<file path="src/rtl/mem_init_gen.sv">
// mem_init_gen: parametrised RAM initialiser, one write per clock.
// Optional read-back check of the written words with INIT_VERIFY_EN.
module mem_init_gen #(
  parameter int ADDR_W = 8,
  parameter int DATA_W = 8,
  parameter int DEPTH  = 256
) (
  input  logic              clk,
  input  logic              rst,
  input  logic              en,
  input  logic [1:0]        mode,
  input  logic [DATA_W-1:0] seed,
  input  logic [DATA_W-1:0] stride,
`ifdef INIT_VERIFY_EN
  input  logic [DATA_W-1:0] rddata,
  output logic              err,
  output logic [ADDR_W-1:0] err_addr,
`endif
  output logic              rdy,
  output logic [ADDR_W-1:0] addr,
  output logic [DATA_W-1:0] wrdata,
  output logic              wren,
  output logic              done
);

  localparam logic [ADDR_W-1:0] LAST = ADDR_W'(DEPTH - 1);
  localparam logic [DATA_W-1:0] REV0 = DATA_W'(DEPTH - 1);

  localparam logic [1:0] M_ID   = 2'b00;
  localparam logic [1:0] M_FILL = 2'b01;
  localparam logic [1:0] M_RAMP = 2'b10;
  localparam logic [1:0] M_REV  = 2'b11;

`ifdef INIT_VERIFY_EN
  typedef enum logic [1:0] {
    IDLE,
    WRITE,
    VERIFY_RD,
    VERIFY_CHK
  } state_t;
`else
  typedef enum logic {
    IDLE,
    WRITE
  } state_t;
`endif

  state_t state;
  state_t state_d;

  logic              rdy_d;
  logic              wren_d;
  logic              done_d;
  logic [ADDR_W-1:0] addr_d;
  logic [DATA_W-1:0] wrdata_d;

  logic [1:0]        mode_q;
  logic [1:0]        mode_d;
  logic [DATA_W-1:0] seed_q;
  logic [DATA_W-1:0] seed_d;
  logic [DATA_W-1:0] stride_q;
  logic [DATA_W-1:0] stride_d;

  logic [ADDR_W-1:0] addr_inc;
  logic              at_last;

`ifdef INIT_VERIFY_EN
  logic              err_d;
  logic [ADDR_W-1:0] err_addr_d;
  logic              chk_vld;
  logic              chk_vld_d;
  logic [DATA_W-1:0] chk_exp;
  logic [DATA_W-1:0] chk_exp_d;
  logic [ADDR_W-1:0] chk_idx;
  logic [ADDR_W-1:0] chk_idx_d;
`endif

  // Pattern value for index 0 of a run.
  function automatic logic [DATA_W-1:0] pat_first(
    input logic [1:0]        m,
    input logic [DATA_W-1:0] s
  );
    logic [DATA_W-1:0] v;
    v = '0;
    unique case (m)
      M_ID:   v = '0;
      M_FILL: v = s;
      M_RAMP: v = s;
      M_REV:  v = REV0;
    endcase
    return v;
  endfunction

  // Pattern value for index idx, given the value at idx-1.
  // Ramp is an accumulator so no multiplier is needed.
  function automatic logic [DATA_W-1:0] pat_next(
    input logic [1:0]        m,
    input logic [DATA_W-1:0] s,
    input logic [DATA_W-1:0] st,
    input logic [DATA_W-1:0] cur,
    input logic [ADDR_W-1:0] idx
  );
    logic [DATA_W-1:0] v;
    v = '0;
    unique case (m)
      M_ID:   v = DATA_W'(idx);
      M_FILL: v = s;
      M_RAMP: v = cur + st;
      M_REV:  v = REV0 - DATA_W'(idx);
    endcase
    return v;
  endfunction

  // addr_inc is only consumed when addr != LAST, so it never wraps.
  assign addr_inc = addr + ADDR_W'(1);
  assign at_last  = (addr == LAST);

  // Next-state and next-output logic.
  always_comb begin
    state_d  = state;
    rdy_d    = rdy;
    wren_d   = wren;
    addr_d   = addr;
    wrdata_d = wrdata;
    done_d   = 1'b0;
    mode_d   = mode_q;
    seed_d   = seed_q;
    stride_d = stride_q;
`ifdef INIT_VERIFY_EN
    err_d      = err;
    err_addr_d = err_addr;
    chk_vld_d  = 1'b0;
    chk_exp_d  = chk_exp;
    chk_idx_d  = chk_idx;
    if (chk_vld && !err && (rddata != chk_exp)) begin
      err_d      = 1'b1;
      err_addr_d = chk_idx;
    end
`endif
    unique case (state)
      IDLE: begin
        if (en && rdy) begin
          mode_d   = mode;
          seed_d   = seed;
          stride_d = stride;
          rdy_d    = 1'b0;
          wren_d   = 1'b1;
          addr_d   = '0;
          wrdata_d = pat_first(mode, seed);
          state_d  = WRITE;
`ifdef INIT_VERIFY_EN
          err_d      = 1'b0;
          err_addr_d = '0;
`endif
        end
      end
      WRITE: begin
        if (at_last) begin
          wren_d = 1'b0;
          addr_d = '0;
`ifdef INIT_VERIFY_EN
          wrdata_d = pat_first(mode_q, seed_q);
          state_d  = VERIFY_RD;
`else
          rdy_d   = 1'b1;
          done_d  = 1'b1;
          state_d = IDLE;
`endif
        end else begin
          addr_d   = addr_inc;
          wrdata_d = pat_next(mode_q, seed_q, stride_q,
                              wrdata, addr_inc);
        end
      end
`ifdef INIT_VERIFY_EN
      VERIFY_RD: begin
        chk_vld_d = 1'b1;
        chk_exp_d = wrdata;
        chk_idx_d = addr;
        if (at_last) begin
          addr_d  = '0;
          state_d = VERIFY_CHK;
        end else begin
          addr_d   = addr_inc;
          wrdata_d = pat_next(mode_q, seed_q, stride_q,
                              wrdata, addr_inc);
        end
      end
      VERIFY_CHK: begin
        rdy_d   = 1'b1;
        done_d  = 1'b1;
        state_d = IDLE;
      end
`endif
    endcase
  end

  // State and registered outputs; reset overrides everything.
  always_ff @(posedge clk) begin
    if (rst) begin
      state    <= IDLE;
      rdy      <= 1'b1;
      wren     <= 1'b0;
      addr     <= '0;
      wrdata   <= '0;
      done     <= 1'b0;
      mode_q   <= '0;
      seed_q   <= '0;
      stride_q <= '0;
`ifdef INIT_VERIFY_EN
      err      <= 1'b0;
      err_addr <= '0;
      chk_vld  <= 1'b0;
      chk_exp  <= '0;
      chk_idx  <= '0;
`endif
    end else begin
      state    <= state_d;
      rdy      <= rdy_d;
      wren     <= wren_d;
      addr     <= addr_d;
      wrdata   <= wrdata_d;
      done     <= done_d;
      mode_q   <= mode_d;
      seed_q   <= seed_d;
      stride_q <= stride_d;
`ifdef INIT_VERIFY_EN
      err      <= err_d;
      err_addr <= err_addr_d;
      chk_vld  <= chk_vld_d;
      chk_exp  <= chk_exp_d;
      chk_idx  <= chk_idx_d;
`endif
    end
  end

endmodule
</file>
<file path="config.mk">
export PLATFORM = sky130hd
export DESIGN_NAME = mem_init_gen
export DESIGN_NICKNAME = d
export VERILOG_FILES = /design/src/rtl/mem_init_gen.sv
export SDC_FILE = /design/constraint.sdc
export NUM_CORES = 1
export LEC_CHECK = 0
export ABC_AREA = 1
export CORE_ASPECT_RATIO = 0.8
export CORE_MARGIN = 3
export CORE_UTILIZATION = 47
export CTS_CLUSTER_SIZE = 30
export DETAILED_ROUTE_END_ITERATION = 8
export GPL_TIMING_DRIVEN = 0
export PLACE_DENSITY = 0.76
export SKIP_CTS_REPAIR_TIMING = 1
export SYNTH_ARGS = -nofsm -noshare
export SYNTH_HDL_FRONTEND = slang
export SYNTH_SLANG_ARGS = --single-unit
</file>
<file path="constraint.sdc">
create_clock -name clk -period 1.67 [get_ports clk]
set_input_delay 0.2505 -clock clk [delete_from_list [all_inputs] [get_ports clk]]
set_output_delay 0.2505 -clock clk [all_outputs]
set_load 0.02 [all_outputs]
</file>
# Word level (Yosys, flattened, before mapping)
# Index checks and enable logic that the tools add are counted.
[word_totals]
reg_bits = 38
out_inout_bits = 19
word_cells = 49
in_bits = 21
[classes]
add_sub_neg = 3
n_eq_ne = 10
mux = 18
n_reduce_logical = 8
bitwise_logic = 1
[op_table]
columns = ["op", "count"]
rows = [
  ["8-bit 2-to-1 mux", 4],
  ["8-bit case mux with 2 select lines", 2],
  ["8-bit case mux with 4 select lines", 1],
  ["8-bit case mux with 3 select lines", 1],
  ["8-bit by 1-bit adder with 8-bit output, second input constant", 1],
  ["8-bit adder", 1],
  ["2-bit == test, second input constant", 4],
  ["8-bit == test, second input constant", 1],
  ["8-bit subtractor, first input constant", 1],
  ["1-bit 2-to-1 mux", 7],
  ["1-bit case mux with 2 select lines", 3],
  ["2-bit AND reduction", 3],
  ["2-bit by 1-bit == test with 1-bit output, second input constant", 2],
  ["2-bit zero test", 2],
  ["2-bit != test, second input constant", 2],
  ["2-bit OR reduction", 2],
  ["2-bit by 1-bit != test with 1-bit output, second input constant", 1],
  ["1-bit logical AND", 1],
  ["1-bit NOT", 1],
]

# Longest topological paths before layout
[depth]
depth_word = 5
ltp_mapped = 12
ltp_nobuf = 11

# Worst setup path after synthesis
# Ideal clock, no wire load.
[synth_timing]
path_kind = "register to register"
start = "reg wrdata[0]"
end = "reg wrdata[2]"
setup_slack_ns = -0.056
path_buffers = 0
setup_ns = 0.110
arrival_ns = 1.616
path_stages_with_launch = 11
t_required_ns = 1.560
period_less_slack_ns = 1.726
path_cell_list = "dfxtp_1 > ha_1 > fa_1 > inv_1 > nand2_1 > nand3_1 > nand3_1 > o21ai_0 > o211ai_2 > nand3_1 > inv_1"
[synth_via]
elab_chain_len = 4
[synth_lines]
columns = ["item", "line", "source"]
rows = [
  ["start, declared", "21", "output logic [DATA_W-1:0] wrdata,"],
  ["start signal, assigned", "222", "wrdata <= wrdata_d;"],
  ["8-bit adder", "108", "M_RAMP: v = cur + st;"],
  ["8-bit case mux with 4 select lines", "105", "unique case (m)"],
  ["8-bit 2-to-1 mux", "158", "if (at_last) begin"],
  ["8-bit case mux with 2 select lines", "140", "unique case (state)"],
]
# Every way passes these cells. The select of a mux whose other input is x is not followed.
# A chain may end at the register's enable or synchronous reset.

# Worst setup path in the final report
[layout_timing]
start = "reg stride_q[0]"
end = "reg wrdata[2]"
[layout_via]
elab_chain_len = 4
[layout_lines]
columns = ["item", "line", "source"]
rows = [
  ["start, declared", "61", "logic [DATA_W-1:0] stride_q;"],
  ["start signal, assigned", "226", "stride_q <= stride_d;"],
  ["8-bit adder", "108", ""],
  ["8-bit case mux with 4 select lines", "105", ""],
  ["8-bit 2-to-1 mux", "158", ""],
  ["8-bit case mux with 2 select lines", "140", ""],
]
# Every way passes these cells. The select of a mux whose other input is x is not followed.

==> flow_metrics.env <==
export IMPL_synthMuxAreaShare=0
export IMPL_required_ps=1870
export IMPL_rsz0062_at_grt="true"
export IMPL_path_clk_slew_ps=90
export IMPL_synth_simple_area_share=0.264
export IMPL_syn_cell_area_mm2=0.00222
export IMPL_grt_overflow=0
export IMPL_cts_sinks=38
export IMPL_vias=2447
export IMPL_antenna_found_initial=0
export IMPL_synthXorXnorAreaFrac=0.0158
export IMPL_timing_fmax_mhz=579
export IMPL_drv_slew=0
export IMPL_grt_max_degree=14
export IMPL_final_area_mm2=0.00309
export IMPL_syn_area_per_cell_um2=6.84
export IMPL_arrival_ps=1930
export IMPL_synth_top_area_frac=0.342
export IMPL_start_util=0.509
export IMPL_place_area_mm2=0.00268
export IMPL_htreeDepth=2
export IMPL_path_cells="ha_4 -> fa_2 -> inv_2 -> nand2_2 -> nand3_2 -> nand3_2 -> o21ai_2 -> o211ai_2 -> nand3_2 -> inv_1"
export IMPL_synth_main_ff_cell="dfxtp_1"
export IMPL_finalHoldViolations=0
export IMPL_synthArstFlopShare=0
export IMPL_max_stage_delay_ps=390
export IMPL_setup_ws_ps=-57.5
export IMPL_vdd_drop_max_mv=0.557
export IMPL_grt_pass1_vias=2114
export IMPL_critical_path_most_common_cell="nand3_2"
export IMPL_core_area_mm2=0.00436
export IMPL_die_h_um=67.5
export IMPL_cts_root_buffer="clkbuf_8"
export IMPL_clockBufferDepth=2
export IMPL_totalPowerFinal_uw=2710
export IMPL_drc=0
export IMPL_leakagePower_uw=0.00137
export IMPL_routed_wl_um=6710
export IMPL_ant_nets=0
export IMPL_track_usage=0.222
export IMPL_fin_crit_ps=1730
export IMPL_ys_seq_area_frac=0.342
export IMPL_drt_initial_drc_count=246
export IMPL_synth_warnings=0
export IMPL_power_density_mw_per_mm2=876
export IMPL_fin_crit_sh=1.03
export IMPL_postSynthCellCount=325
export IMPL_fillCellCount=371
export IMPL_synth_compound_area_frac=0.207
export IMPL_cp_slowest_cell="fa_2"
export IMPL_crit_path_end_kind="flip-flop"
export IMPL_timing_slew_headroom=0.623
export IMPL_synth_top_family_by_area="simple AND/OR/NAND/NOR gates"
export IMPL_grt_pass1_wl_um=10000
export IMPL_max_cap_viol_count=0
export IMPL_postLayoutCoreUtil=0.709
export IMPL_multi_input_area_mm2=0.00138
export IMPL_dieWidth_um=82.9
export IMPL_fin_hold_ws_ps=398
export IMPL_io_pins=40
export IMPL_area_delta_synth_final_pct=39.2
export IMPL_synth_area_leaders="dfxtp_1 (34%), nand2_1 (10%), o21ai_0 (9.2%), inv_1 (7.1%), a21oi_1 (6.5%)"
export IMPL_run_status="finished, violations left"
export IMPL_path_max_fanout=3
export IMPL_syn_nets=357
export IMPL_rows=21
export IMPL_wl_per_cell_um=15.3
export IMPL_crit_type="reg2reg"
export IMPL_dr_pass1_iters=5
export IMPL_numCtsBuffers=5
export IMPL_finClkSkew_ps=8.79
export IMPL_diodes=0
export IMPL_holdCritPathClass="in2reg"
export IMPL_routabilityCongestion=0.941
export IMPL_ys_types=30
export IMPL_dieArea_mm2=0.00559
export IMPL_post_dp_hpwl_um=4720
export IMPL_tightest_slew_ps=565
export IMPL_synthAdderAreaFrac=0.0653
export IMPL_failed_checks="negative setup slack"
export IMPL_cts_tree="done"
export IMPL_clk_insertion_delay_late_ps=290
export IMPL_ys_ff_latch=38
export IMPL_setup_viol=2
export IMPL_nNetsFinal=412
export IMPL_port_buffers=38
export IMPL_crit_path_start_kind="flip-flop"
export IMPL_drive_gt1_frac=0.178
export IMPL_final_seq_area_um2=777
export IMPL_post_synth_top_area_cell="dfxtp_1"
export IMPL_synth_edf_count=0
export IMPL_via_per_inst=5.59
## routing by layer
| metal | up-vias | global-route usage | wire [µm] |
|---|---|---|---|
| met5 | - | 0 | 0 |
| met4 | 0 | 0.0449 | 79 |
| met3 | 10 | 0.0427 | 550 |
| met2 | 119 | 0.342 | 2960 |
| met1 | 1128 | 0.324 | 3120 |
| li1 | 1190 | - | - |
## cell usage after synthesis (2+ instances only)
| cell type | count |
|---|---|
| a21oi_1 | 29 |
| nand3_1 | 24 |
| inv_2 | 3 |
| nand4_1 | 5 |
| xor2_1 | 3 |
| ha_1 | 10 |
| nor3_1 | 2 |
| inv_1 | 42 |
| buf_6 | 2 |
| nand2_2 | 4 |
| dfxtp_1 | 38 |
| a22oi_1 | 6 |
| clkbuf_1 | 7 |
| o21ai_0 | 41 |
| nor2_1 | 34 |
| o32ai_1 | 2 |
| nand2_1 | 59 |
| nor2_2 | 2 |
## power by group
part,switching [µW],internal (µW),total (µW)
clock,358,445,802
combinational,473,361,834
sequential,83.4,990,1070
total,914,1800,2710
## sequential cells by signal, indices dropped and copies added (netlist names)
register	count
rdy	1
addr	8
stride_q	8
wrdata	8
mode_q	2
state	1
done	1
wren	1
seed_q	8
## final timing paths
| path | start | endpoint | cells past startpoint | slack, ps |
|---|---|---|---|---|
| hold / removal | rst | state | 2 | 400 |
| setup reg to reg | stride_q[0] | wrdata[2] | 10 | -60 |
| setup / recovery | stride_q[0] | wrdata[2] | 10 | -60 |
| hold reg to reg | wren | wren | 2 | 470 |
## cells in the final DEF (no fill, tap or decap), drive strengths merged, types with 6 or more instances in the layout
cell type	instances
inv	45
ha	10
buf	11
a22oi	6
clkbuf	14
clkdlybuf4s50	37
nand2	63
nor2	37
nand3	24
nand4	6
a21oi	30
dfxtp	38
o21ai	41
## cell type report
type,instances,area share
repair buffers,48,0.163
inverters,46,0.0574
multi-input cells,231,0.447
well taps,57,0.0231
plain buffers,10,0.0206
clock inverters,3,0.0146
clock buffers,5,0.0222
flip-flops and latches,38,0.251
## kinds of logic after synthesis
group                    Yosys count
XOR/XNOR                           4
flip-flops                        38
AND/OR/NAND/NOR                  133
buffers and inverters             56
AO/OA/AOI/OAI                     83
adder cells (fa/ha/maj)           11
## critical path, delay by kind of cell (launching register included)
kind	cells	cell delay [ps]
DFF	1	370
buffers and inverters	2	110
and+or+nand+nor	4	280
adders and majority gates	2	560
AOI/OAI and AO/OA	2	310
## metrics by stage
step           setup TNS, ps  setup slack (ps)  instances
2_1_floorplan              0              46.4        325
3_3_place_gp           -3260              -295        420
3_5_place_dp           -3590              -315        420
4_1_cts                 -313              -153        428
5_1_grt                 -428             -92.0        438
6_report               -83.3             -57.5        438
Power figures use the tool's default switching activity.
